===== src/rtl/ecc_pkg.sv =====
// Shared types and Hamming(12,8) helpers for the ECC memory controller.
// Codeword bit [p-1] holds Hamming position p; parity sits at positions 1, 2, 4 and 8.
package ecc_pkg;

    localparam int CODE_W = 12;
    localparam int DATA_W = 8;

    typedef logic [CODE_W-1:0] code_t;
    typedef logic [3:0]        syndrome_t;

    typedef enum logic [1:0] {
        ECC_OK     = 2'd0,
        ECC_CORR   = 2'd1,
        ECC_UNCORR = 2'd2
    } ecc_status_e;

    typedef enum logic [1:0] {
        IDLE    = 2'd0,
        RD_WAIT = 2'd1,
        CHECK   = 2'd2,
        WRBACK  = 2'd3
    } ctrl_state_e;

    // Each syndrome bit is the parity over the positions whose index has that bit set
    function automatic syndrome_t calc_syndrome(input code_t c);
        syndrome_t s;
        s[0] = c[0] ^ c[2] ^ c[4] ^ c[6] ^ c[8] ^ c[10];
        s[1] = c[1] ^ c[2] ^ c[5] ^ c[6] ^ c[9] ^ c[10];
        s[2] = c[3] ^ c[4] ^ c[5] ^ c[6] ^ c[11];
        s[3] = c[7] ^ c[8] ^ c[9] ^ c[10] ^ c[11];
        return s;
    endfunction

    // Data MSB sits at position 3, data LSB at position 12
    function automatic logic [DATA_W-1:0] extract_data(input code_t c);
        return {c[2], c[4], c[5], c[6], c[8], c[9], c[10], c[11]};
    endfunction

endpackage


===== src/rtl/hamming12_check.sv =====
// Hamming(12,8) syndrome check and single-bit correction of a read codeword.
module hamming12_check
    import ecc_pkg::*;
(
    input  code_t             code,
    output syndrome_t         syndrome,
    output code_t             corrected,
    output logic [DATA_W-1:0] data,
    output ecc_status_e       status
);

    // Syndromes 13..15 point past the codeword, so they can only come from multi-bit errors
    always_comb begin
        syndrome  = calc_syndrome(code);
        corrected = code;
        status    = ECC_OK;
        if (syndrome == 4'd0) begin
            status = ECC_OK;
        end else if (syndrome <= 4'd12) begin
            corrected = code ^ (12'd1 << (syndrome - 4'd1));
            status    = ECC_CORR;
        end else begin
            status = ECC_UNCORR;
        end
        data = extract_data(corrected);
    end

endmodule


===== src/rtl/hamming_encoder.sv =====
// Hamming(12,8) encoder: places the data byte and fills the four parity positions.
module hamming_encoder
    import ecc_pkg::*;
(
    input  logic [DATA_W-1:0] data,
    output code_t             code
);
    code_t     raw_s;
    syndrome_t par_s;

    // Syndrome of the data-only word equals the parity bits that make it zero
    always_comb begin
        raw_s = {data[0], data[1], data[2], data[3], 1'b0, data[4], data[5], data[6],
                 1'b0, data[7], 1'b0, 1'b0};
        par_s = calc_syndrome(raw_s);
        code  = raw_s;
        code[0] = par_s[0];
        code[1] = par_s[1];
        code[3] = par_s[2];
        code[7] = par_s[3];
    end

endmodule


===== src/rtl/ecc_mem_ctrl.sv =====
// ECC-protected SRAM sequencer: host read/write port plus a background scrubber
// sharing one single-port 12-bit RAM with 1-cycle read latency.
module ecc_mem_ctrl
    import ecc_pkg::*;
#(
    parameter int ADDR_W         = 6,
    parameter int DEPTH          = 64,
    parameter int SCRUB_INTERVAL = 256,
    parameter int CNT_W          = 16
) (
    input  logic              clk_i,
    input  logic              rst_ni,
    input  logic              req_valid_i,
    output logic              req_ready_o,
    input  logic              req_we_i,
    input  logic [ADDR_W-1:0] req_addr_i,
    input  logic [7:0]        req_wdata_i,
    output logic              rsp_valid_o,
    output logic [7:0]        rsp_rdata_o,
    output logic [1:0]        rsp_err_o,
    output logic              mem_en_o,
    output logic              mem_we_o,
    output logic [ADDR_W-1:0] mem_addr_o,
    output logic [11:0]       mem_wdata_o,
    input  logic [11:0]       mem_rdata_i,
    input  logic              scrub_en_i,
    output logic [CNT_W-1:0]  err_count_o,
    output logic              uncorr_o
);
    localparam int                TMR_W    = (SCRUB_INTERVAL > 1) ? $clog2(SCRUB_INTERVAL) : 1;
    localparam logic [TMR_W-1:0]  TMR_LAST = TMR_W'(SCRUB_INTERVAL - 1);
    localparam logic [ADDR_W-1:0] PTR_LAST = ADDR_W'(DEPTH - 1);

    ctrl_state_e       state_r;
    logic [ADDR_W-1:0] addr_r;
    logic [ADDR_W-1:0] scrub_ptr_r;
    logic              is_scrub_r;
    code_t             corr_code_r;
    ecc_status_e       status_r;
    logic              rsp_valid_r;
    logic [7:0]        rsp_rdata_r;
    logic [1:0]        rsp_err_r;
    logic [TMR_W-1:0]  scrub_tmr_r;
    logic              scrub_pend_r;
    logic [CNT_W-1:0]  err_count_r;
    logic              uncorr_r;

    code_t       enc_code_s;
    code_t       chk_code_s;
    syndrome_t   chk_syn_s;
    logic [7:0]  chk_data_s;
    ecc_status_e chk_status_s;
    logic        scrub_expire_s;
    logic        scrub_pend_s;

    hamming_encoder u_enc (
        .data (req_wdata_i),
        .code (enc_code_s)
    );

    hamming12_check u_chk (
        .code      (mem_rdata_i),
        .syndrome  (chk_syn_s),
        .corrected (chk_code_s),
        .data      (chk_data_s),
        .status    (chk_status_s)
    );

    // An expiring timer counts as pending immediately so the scrub wins that same cycle
    assign scrub_expire_s = scrub_en_i & (scrub_tmr_r == TMR_LAST);
    assign scrub_pend_s   = scrub_pend_r | scrub_expire_s;
    assign req_ready_o    = rst_ni & (state_r == IDLE) & ~scrub_pend_s;

    assign rsp_valid_o = rsp_valid_r;
    assign rsp_rdata_o = rsp_rdata_r;
    assign rsp_err_o   = rsp_err_r;
    assign err_count_o = err_count_r;
    assign uncorr_o    = uncorr_r;

    // RAM strobe mux: scrub or host issue in IDLE, corrected write-back in WRBACK
    always_comb begin
        mem_en_o    = 1'b0;
        mem_we_o    = 1'b0;
        mem_addr_o  = '0;
        mem_wdata_o = 12'h000;
        if (!rst_ni) begin
            mem_en_o = 1'b0;
        end else begin
            case (state_r)
                IDLE: begin
                    if (scrub_pend_s) begin
                        mem_en_o   = 1'b1;
                        mem_addr_o = scrub_ptr_r;
                    end else if (req_valid_i) begin
                        mem_en_o    = 1'b1;
                        mem_we_o    = req_we_i;
                        mem_addr_o  = req_addr_i;
                        mem_wdata_o = req_we_i ? enc_code_s : 12'h000;
                    end else begin
                        mem_en_o = 1'b0;
                    end
                end
                WRBACK: begin
                    mem_en_o    = 1'b1;
                    mem_we_o    = 1'b1;
                    mem_addr_o  = addr_r;
                    mem_wdata_o = corr_code_r;
                end
                default: begin
                    mem_en_o = 1'b0;
                end
            endcase
        end
    end

    // Controller FSM, scrub timer/pointer, response and error bookkeeping
    always_ff @(posedge clk_i) begin
        if (!rst_ni) begin
            state_r      <= IDLE;
            addr_r       <= '0;
            scrub_ptr_r  <= '0;
            is_scrub_r   <= 1'b0;
            corr_code_r  <= 12'h000;
            status_r     <= ECC_OK;
            rsp_valid_r  <= 1'b0;
            rsp_rdata_r  <= 8'h00;
            rsp_err_r    <= 2'b00;
            scrub_tmr_r  <= '0;
            scrub_pend_r <= 1'b0;
            err_count_r  <= '0;
            uncorr_r     <= 1'b0;
        end else begin
            rsp_valid_r <= 1'b0;
            if (scrub_en_i) begin
                scrub_tmr_r <= scrub_expire_s ? '0 : scrub_tmr_r + TMR_W'(1);
            end else begin
                scrub_tmr_r <= scrub_tmr_r;
            end
            scrub_pend_r <= scrub_pend_s & ~(state_r == IDLE);
            case (state_r)
                IDLE: begin
                    if (scrub_pend_s) begin
                        is_scrub_r <= 1'b1;
                        addr_r     <= scrub_ptr_r;
                        state_r    <= RD_WAIT;
                    end else if (req_valid_i && !req_we_i) begin
                        is_scrub_r <= 1'b0;
                        addr_r     <= req_addr_i;
                        state_r    <= RD_WAIT;
                    end else begin
                        state_r <= IDLE;
                    end
                end
                RD_WAIT: begin
                    corr_code_r <= chk_code_s;
                    status_r    <= chk_status_s;
                    rsp_valid_r <= ~is_scrub_r;
                    if (!is_scrub_r) begin
                        rsp_rdata_r <= chk_data_s;
                        rsp_err_r   <= chk_status_s;
                    end
                    if (chk_syn_s > 4'd12) begin
                        uncorr_r <= 1'b1;
                    end
                    state_r <= CHECK;
                end
                CHECK: begin
                    if (is_scrub_r) begin
                        scrub_ptr_r <= (scrub_ptr_r == PTR_LAST) ? '0 : scrub_ptr_r + ADDR_W'(1);
                    end
                    state_r <= (status_r == ECC_CORR) ? WRBACK : IDLE;
                end
                WRBACK: begin
                    if (err_count_r != {CNT_W{1'b1}}) begin
                        err_count_r <= err_count_r + CNT_W'(1);
                    end
                    state_r <= IDLE;
                end
                default: begin
                    state_r <= IDLE;
                end
            endcase
        end
    end

endmodule


===== config.mk =====
export PLATFORM = sky130hd
export DESIGN_NAME = ecc_mem_ctrl
export DESIGN_NICKNAME = d
export VERILOG_FILES = /design/src/rtl/ecc_pkg.sv /design/src/rtl/hamming12_check.sv /design/src/rtl/hamming_encoder.sv /design/src/rtl/ecc_mem_ctrl.sv
export SDC_FILE = /design/constraint.sdc
export NUM_CORES = 1
export LEC_CHECK = 0
export CORE_AREA = 2 2 108 68
export CTS_CLUSTER_SIZE = 8
export DETAILED_ROUTE_END_ITERATION = 10
export DIE_AREA = 0 0 110 70
export GPL_TIMING_DRIVEN = 0
export PLACE_DENSITY = 0.84
export SYNTH_ARGS = -nofsm -noshare
export SYNTH_HDL_FRONTEND = slang
export SYNTH_SLANG_ARGS = --single-unit

===== constraint.sdc =====
create_clock -name clk_i -period 3.59 [get_ports clk_i]
set_input_delay 0.5385 -clock clk_i [delete_from_list [all_inputs] [get_ports clk_i]]
set_output_delay 0.5385 -clock clk_i [all_outputs]
set_load 0.01 [all_outputs]

# Yosys cells after proc, flatten, opt, wreduce, memory -nomap -nowiden
# Cells that the tools add are included.
[op_classes] n_lt_le_gt_ge=2 n_eq_ne=7 n_mux=31 addsub=4 shift=1 n_reduce_logical=11 n_bitwise=41
[op_table] operator="two-way mux 12 bit" count=6
[op_table] operator="two-way mux 6 bit" count=6
[op_table] operator="XOR 1 bit" count=32
[op_table] operator="case mux 12 bit (2 select lines)" count=1
[op_table] operator="adder 16 x 1 -> 16 bit, second input constant" count=1
[op_table] operator="inequality test 16 bit, second input constant" count=1
[op_table] operator="case mux 6 bit (2 select lines)" count=1
[op_table] operator="AND reduction 2 bit" count=6
[op_table] operator="left shift 1 x 4 -> 12 bit, first input constant" count=1
[op_table] operator="XOR 12 bit" count=1
[op_table] operator="two-way mux 1 bit" count=10
[op_table] operator="adder 8 x 1 -> 8 bit, second input constant" count=1
[op_table] operator="== test 8 bit, second input constant" count=1
[op_table] operator="two-way mux 8 bit" count=1
[op_table] operator="case mux 2 bit (4 select lines)" count=1
[op_table] operator="adder 6 x 1 -> 6 bit, second input constant" count=1
[op_table] operator="== test 6 bit, second input constant" count=1
[op_table] operator="two-way mux 2 bit" count=3
[op_table] operator="bitwise AND 1 bit" count=4
[op_table] operator="== test 2 x 1 -> 1 bit, second input constant" count=2
[op_table] operator="== test 2 bit, second input constant" count=2
[op_table] operator="greater-than comparator 4 bit, second input constant" count=1
[op_table] operator="<= comparator 4 bit, second input constant" count=1
[op_table] operator="zero test 4 bit" count=1
[op_table] operator="other kinds (8)" count=11
[word_totals] inputBits=31 reg_bits=66 elab_cells=110

# Longest topological paths before layout
# Gate-level depths: netlist of the first run.
[logic_depth] ltp_word=10 ltp_mapped=7 mapped_depth_nobuf=7

# By module
# A second synthesis of the first run with hierarchy kept.
[unflattened] cells_unflattened=441 area_unflattened_um2=3876.2
[by_module_without_submodules] module="ecc_mem_ctrl" cells_each=367 area_each_um2=3168.0 instances=1 seq_area_each_um2=1321.3
[by_module_without_submodules] module="hamming12_check" cells_each=55 area_each_um2=536.8 instances=1 seq_area_each_um2=0.0
[by_module_without_submodules] module="hamming_encoder" cells_each=19 area_each_um2=171.4 instances=1 seq_area_each_um2=0.0

# Least setup slack after synthesis of the first run
# OpenSTA, ideal clock, no wires.
[synth_timing] path_type="flip-flop to output port" from="reg scrub_tmr_r[0]" to="out mem_addr_o[0]" path_slack_ns=1.152 t_required_ns=3.052 path_stages_with_launch=8 t_arrival_ns=1.900 path_cell_list="dfxtp_1 ha_1 and4_1 a31oi_1 clkbuf_1 mux2_2 a22oi_1 nor2_1"
[synth_via] elab_chain_len=6
[synth_rtl] element="from (decl)" line="ecc_mem_ctrl.sv:43" source="logic [TMR_W-1:0] scrub_tmr_r;"
[synth_rtl] element="from (signal assigned)" line="ecc_mem_ctrl.sv:135" source="scrub_tmr_r <= scrub_expire_s ? '0 : scrub_tmr_r + TMR_W'(1);"
[synth_rtl] element="from (signal assigned)" line="ecc_mem_ctrl.sv:137" source="scrub_tmr_r <= scrub_tmr_r;"
[synth_rtl] element="== test 8 bit" line="ecc_mem_ctrl.sv:70" source="assign scrub_expire_s = scrub_en_i & (scrub_tmr_r == TMR_LAST);"
[synth_rtl] element="bitwise AND 1 bit" line="ecc_mem_ctrl.sv:70"
[synth_rtl] element="OR 1 bit" line="ecc_mem_ctrl.sv:71" source="assign scrub_pend_s = scrub_pend_r | scrub_expire_s;"
[synth_rtl] element="two-way mux 6 bit" line="ecc_mem_ctrl.sv:91" source="if (scrub_pend_s) begin"
[synth_rtl] element="case mux 6 bit (2 select lines)" line="ecc_mem_ctrl.sv:89" source="case (state_r)"
[synth_rtl] element="two-way mux 6 bit" line="ecc_mem_ctrl.sv:86" source="if (!rst_ni) begin"
[synth_rtl] element="to (decl)" line="ecc_mem_ctrl.sv:23" source="output logic [ADDR_W-1:0] mem_addr_o,"
# Every way passes these cells.

# Final worst setup path of the first run
[layout_timing] from="in scrub_en_i" to="out mem_addr_o[4]"
[layout_via] elab_chain_len=5
[layout_rtl] element="from (decl)" line="ecc_mem_ctrl.sv:26" source="input logic scrub_en_i,"
[layout_rtl] element="bitwise AND 1 bit" line="ecc_mem_ctrl.sv:70"
[layout_rtl] element="OR 1 bit" line="ecc_mem_ctrl.sv:71"
[layout_rtl] element="two-way mux 6 bit" line="ecc_mem_ctrl.sv:91"
[layout_rtl] element="case mux 6 bit (2 select lines)" line="ecc_mem_ctrl.sv:89"
[layout_rtl] element="two-way mux 6 bit" line="ecc_mem_ctrl.sv:86"
# Every way passes these cells.

==> impl_metrics.json, run 1 <==
{
  "tritoncts": "done",
  "antenna_found_initial": 0,
  "clkTransAtPathRegs_ns": 0.07,
  "synth_xor_area_share_pct": 16.8,
  "worst_slack_ns": 0.150,
  "syn-cell-area_um2": 3540,
  "grt-ovfl-total": 0,
  "wl_per_cell_um": 16.3,
  "worstSetupPathType": "in -> out",
  "hold_viol": 0,
  "globalRouteMet1Util_pct": 39.0,
  "slew_headroom_pct": 55.3,
  "layout.cells.non_filler": 592,
  "cts-root-buf": "clkbuf_8",
  "hold_class": "reg -> reg",
  "synth_seq_cells": 66,
  "die_area_um2": 7700,
  "r2r_slack_ns": 1.49,
  "period_minus_slack_ns": 3.44,
  "netlist_instances": 407,
  "crit_path_end_kind": "primary output",
  "worst_pin_slew_ns": 0.665,
  "skew_ns": 0.0106,
  "critPathLaunchType": "input port",
  "drc_errors": 0,
  "boundaryPins": 80,
  "outcome": "complete, no violations",
  "synth-edff-count": 0,
  "vdd_drop_max_mv": 0.288,
  "grt_pass1_vias": 3133,
  "firstDrtPassIters": 5,
  "rsz0062_at_grt": "false",
  "yosysWarnings": 0,
  "fin_crit_sh_pct": 95.8,
  "antenna_cells": 0,
  "ys_top_cells_by_count": "dfxtp_1 (66), nor2_1 (56), a21oi_1 (31), xnor2_1 (27)",
  "muxShareOfSynthArea_pct": 4.45,
  "tns_ns": 0,
  "die_width_um": 110,
  "critPathArrivalTime_ns": 2.90,
  "grt.met2_usage_pct": 37.4,
  "clkSinkCount": 66,
  "worstPathMaxFanout": 10,
  "finalNetCount": 534,
  "met3_usage_pct": 7.10,
  "std_cell_rows": 24,
  "final_layout_size_suffix_gt1_share_pct": 7.19,
  "rr_worst_depth": 7,
  "synth_top_flop_cell": "dfxtp_1",
  "synthSimpleGateAreaFrac_pct": 20.2,
  "synthesis.nets": 445,
  "gp_congestion": 0.915,
  "synthArstFlopShare_pct": 0,
  "hold_buffers": 0,
  "yosys.area.top_type": "dfxtp_1",
  "grt_pass1_wl_um": 15400,
  "ant_nets": 0,
  "synthDistinctLibCells": 46,
  "clock.fmax_mhz": 291,
  "chipHeight_um": 70,
  "num-fill-cells": 595,
  "synth-compound-area-share_pct": 15.5,
  "drtIter0Drc": 304,
  "fp.coreArea_um2": 6880,
  "floorplan.initialDensity_pct": 51.5,
  "netlist_top_cells_area": "dfxtp_1 (37%), xnor2_1 (6.7%), nor2_1 (5.9%), xor2_1 (5.9%), a21oi_1 (4.4%)",
  "maxCapViolations": 0,
  "synth_top_family_by_area": "simple AND/OR/NAND/NOR gates",
  "avgSynthCellArea_um2": 8.71,
  "area_delta_synth_final_pct": 32.0,
  "vias": 3391,
  "vias_per_cell": 5.73,
  "dpl_worst_slack_ns": -0.125,
  "slew_viol_final": 0,
  "htree_num_levels": 3,
  "grt-busiest-layer": "met1",
  "power_leakage_nw": 1.73,
  "setup_violations": 0,
  "wl_um": 9650,
  "synth_most_common_cell": "dfxtp_1",
  "grt_usage_pct": 26.1,
  "cts_setup_buffers": 0,
  "numPortBuffers": 79,
  "clockBufferDepth": 2,
  "synth_top_area_share_pct": 37.3,
  "power-per-cell-area_nw_per_um2": 388,
  "synth-seq-area-share_pct": 37.3,
  "cts_buffers": 9,
  "synth_fa_ha_area_share_pct": 2.47,
  "dp.cells": 577,
  "dp_hpwl_um": 7160,
  "grt_max_degree": 14,
  "worstPathRequired_ns": 3.05,
  "hold_depth": 2,
  "total_power_mw": 1.81,
  "clk_latency_ns": 0.35
}
## report_power, final
group          total [mW]  internal, mW  leakage [nW]  switching, mW
Combinational       0.367         0.166          1.09          0.201
Sequential          0.767         0.753         0.535         0.0140
Clock               0.680         0.390         0.107          0.289
Total                1.81          1.31          1.73          0.505
## state kept, by name, indices dropped and copies added (netlist names)
| register | flops |
|---|---|
| uncorr_o | 1 |
| is_scrub_r | 1 |
| status_r | 2 |
| state_r | 2 |
| rsp_valid_o | 1 |
| rsp_rdata_o | 8 |
| rsp_err_o | 2 |
| scrub_ptr_r | 6 |
| scrub_pend_r | 1 |
| err_count_o | 16 |
| addr_r | 6 |
| corr_code_r | 12 |
| scrub_tmr_r | 8 |
## cell usage in the layout (no fill, tap or decap), types with 6 or more instances in the layout
| cell | count |
|---|---|
| a21oi_1 | 31 |
| a22oi_1 | 18 |
| and3_1 | 10 |
| clkbuf_1 | 17 |
| clkbuf_8 | 9 |
| clkdlybuf4s50_1 | 79 |
| dfxtp_1 | 66 |
| ha_1 | 7 |
| inv_1 | 8 |
| mux2_2 | 6 |
| mux2i_1 | 9 |
| nand2_1 | 22 |
| nand3_1 | 7 |
| nand4_1 | 11 |
| nor2_1 | 56 |
| o211ai_1 | 6 |
| o21ai_0 | 24 |
| xnor2_1 | 27 |
| xor2_1 | 24 |
## layout make-up
cell class              count  area, µm²  share of cell area (%)
multi-input cells         312       2120                    45.4
flip-flops and latches     66       1320                    28.3
repair buffers             79        791                    16.9
clock buffers              11        131                    2.81
well taps                  91        114                    2.43
plain buffers              20       86.3                    1.85
clock inverters             5       78.8                    1.69
inverters                   8       30.0                   0.642
## per-layer routing
layer / part of all wire, % / routed length, µm
met5: 0 / 0
met4: 0.87 / 84
met3: 6.8 / 659
met2: 43 / 4150
met1: 49 / 4760
## kinds of logic (layout without fill, tap and decap cells)
kind of cell    after synthesis  in the layout
simple gates                142            142
flops                        66             66
xor+xnor                     58             58
buf+inv                      29            123
fa+ha+maj                     7              7
compound gates               90             90
mux                          15             15
## worst paths after layout
check,from,to
max,scrub_en_i,mem_addr_o[4]
min,rsp_err_o[0],rsp_err_o[0]
max reg2reg,scrub_tmr_r[0],addr_r[1]
min reg2reg,rsp_err_o[0],rsp_err_o[0]
## worst max-delay path, stage by stage
cell and delay [ns]:
clkdlybuf4s50_1 0.51, and4_1 0.25, a31oi_2 0.26, buf_4 0.24
mux2_2 0.37, a22oi_1 0.16, nor2_1 0.08, clkdlybuf4s50_1 0.50
## stage by stage
stage	cell area (µm²)	utilization [%]	hold WS [ns]
after floorplan	3540	-	0.453
after global placement	4450	64.7	0.466
after detailed placement	4450	64.7	0.482
after CTS	4660	67.8	0.495
after global routing	4680	68.0	0.528
final	4680	68.0	0.492
## repair_timing
item / 4_1_cts / 5_1_grt
setup endpoints to repair: 16 / 18
cloned: 0 / 0
gates resized for setup: 2 / 6
Note: power is estimated with default switching activity, not from simulation.
==> run 2: changes to the inputs <==
- SLEW_MARGIN: default -> 15
==> results of run 2 <==
Final layout, timing and power as in run 1 (identical DEF).
==> run 3: changes to the inputs <==
- CORE_AREA: 2 2 108 68 -> 2 2 125 78
- DIE_AREA: 0 0 110 70 -> 0 0 127 80
- PLACE_DENSITY: 0.84 -> 0.65
==> run 3 against run 2 <==
Total power is 8.6% higher. Die area is 32% higher. Maximum frequency hardly changed. Critical endpoint is now mem_addr_o[1]. Largest cell class unchanged. Highest routed layer unchanged.
==> impl_metrics.json, run 3 (synthesis results as in run 1) <==
{
  "total_power_mw": 1.97,
  "fin_crit_sh_pct": 95.8,
  "mostFrequentLayoutCells": "clkdlybuf4s50_1 (79), dfxtp_1 (66), nor2_1 (56)",
  "skew_ns": 0.00690,
  "drc_errors": 0,
  "worstPathRequired_ns": 3.05,
  "hp-start": "rsp_err_o[0]",
  "numPortBuffers": 79,
  "std_cell_rows": 27,
  "boundaryPins": 80,
  "finalNetCount": 534,
  "tritoncts": "done",
  "worst_pin_slew_ns": 0.609,
  "ff_latch_area_um2": 1320,
  "grt-ovfl-total": 0,
  "setup_violations": 0,
  "antenna_cells": 0,
  "fp.coreArea_um2": 8990,
  "drtIter0Drc": 279,
  "die_area_um2": 10200,
  "power-per-cell-area_nw_per_um2": 412,
  "layout_commonest_cell": "clkdlybuf4s50_1",
  "chipHeight_um": 80,
  "outcome": "complete, no violations",
  "dp_hpwl_um": 7600,
  "firstDrtPassIters": 5,
  "clock.fmax_mhz": 291,
  "clockBufferDepth": 2,
  "htree_num_levels": 3,
  "clkTransAtPathRegs_ns": 0.05,
  "critPathLaunchType": "input port",
  "wl_per_cell_um": 16.0,
  "clkSinkCount": 66,
  "floorplan.initialDensity_pct": 39.4,
  "hold_viol": 0,
  "cts-root-buf": "clkbuf_16",
  "r2r_slack_ns": 1.52,
  "holdPathEnd": "rsp_err_o[0]",
  "placed_area_um2": 4480,
  "hold_depth": 2,
  "area_delta_synth_final_pct": 35.1,
  "num-fill-cells": 834,
  "worstPathMaxFanout": 10,
  "crit_path_end_kind": "primary output",
  "period_minus_slack_ns": 3.44,
  "ant_nets": 0,
  "rr_worst_depth": 6,
  "die_width_um": 127,
  "design_area_um2": 4790,
  "clk_latency_ns": 0.33,
  "power_leakage_nw": 1.77,
  "grt_pass1_wl_um": 15600,
  "grt_pass1_vias": 2970,
  "multi_input_area_um2": 2120,
  "cts_buffers": 9,
  "hold_buffers": 0,
  "slew_viol_final": 0,
  "vias_per_cell": 5.26,
  "final_layout_size_suffix_gt1_share_pct": 7.19,
  "vdd_drop_max_mv": 0.254,
  "maxCapViolations": 0,
  "worstSetupPathType": "in -> out",
  "rsz0062_at_grt": "false",
  "vias": 3243,
  "slew_headroom_pct": 59.1,
  "rr_endpoint": "err_count_o[1]",
  "critPathArrivalTime_ns": 2.90,
  "wl_um": 9860,
  "largest_register_ffs": 16,
  "hold_class": "reg -> reg",
  "grt_usage_pct": 19.9,
  "grt_max_degree": 14,
  "r2r-start": "err_count_o[0]",
  "antenna_found_initial": 0,
  "gp_congestion": 0.926
}
run 3: cell count changes in the layout (fill, tap and decap cells not counted):
cell	delta
buf_4	-1
buf_6	+1
bufinv_16	-2
clkbuf_16	+9
clkbuf_8	-6
clkinv_4	-1
run 3: critical path: stages:
cell and delay (ns):
clkdlybuf4s50_1 0.51, and4_1 0.24, a31oi_2 0.26, buf_6 0.20, mux2_2 0.35, a22oi_1 0.24
nor2_1 0.07, clkdlybuf4s50_1 0.49
run 3: cell type report:
type,count,share of cell area (%)
multi-input combinational,312,44.4
inverter,8,0.627
buffer,20,1.88
sequential,66,27.6
timing repair buffer,79,16.5
clock inverter,2,0.209
tap,116,3.03
clock buffer,14,5.73
run 3: per-stage QoR:
step / worst slack, ns / util, % / setup TNS (ns) / hold slack, ns / instances
final: 0.151 / 53.3 / 0 / 0.471 / 617
after global routing: 0.0357 / 53.3 / 0 / 0.519 / 617
after floorplan: 1.15 / - / 0 / 0.453 / 407
after detailed placement: -0.162 / 49.8 / -1.17 / 0.461 / 602
after CTS: 0.0164 / 53.0 / 0 / 0.476 / 617
after global placement: -0.165 / 49.8 / -0.982 / 0.466 / 602
run 3: routing by layer:
layer	global-route usage, %	vias to the layer above	part of all wire, %
met5	0	-	0
met1	30.1	1511	52
met2	26.1	110	38
met4	3.96	0	0.60
li1	-	1615	-
met3	7.57	7	8.7
run 3: worst max-delay path by stage:
stage / startpoint / end / slack [ns] / cells past startpoint
after floorplan: scrub_tmr_r[0] / mem_addr_o[0] / 1.15 / 7
after global placement: scrub_en_i / mem_addr_o[5] / -0.17 / 8
after detailed placement: scrub_en_i / mem_addr_o[5] / -0.16 / 8
after CTS: scrub_en_i / mem_addr_o[4] / 0.02 / 8
after global routing: scrub_en_i / mem_addr_o[4] / 0.04 / 8
final: scrub_en_i / mem_addr_o[1] / 0.15 / 8
run 3: report_power, final:
part,total (mW),internal [mW],leakage [nW],switching (mW)
clock network,0.824,0.521,0.143,0.303
registers,0.767,0.755,0.535,0.0125
logic,0.379,0.166,1.09,0.213
total,1.97,1.44,1.77,0.528
run 3: timing repair:
item,in CTS,in global routing
gates resized for setup,2,7
buffers inserted,0,0
gates cloned,0,0
endpoints found under the setup margin,16,19
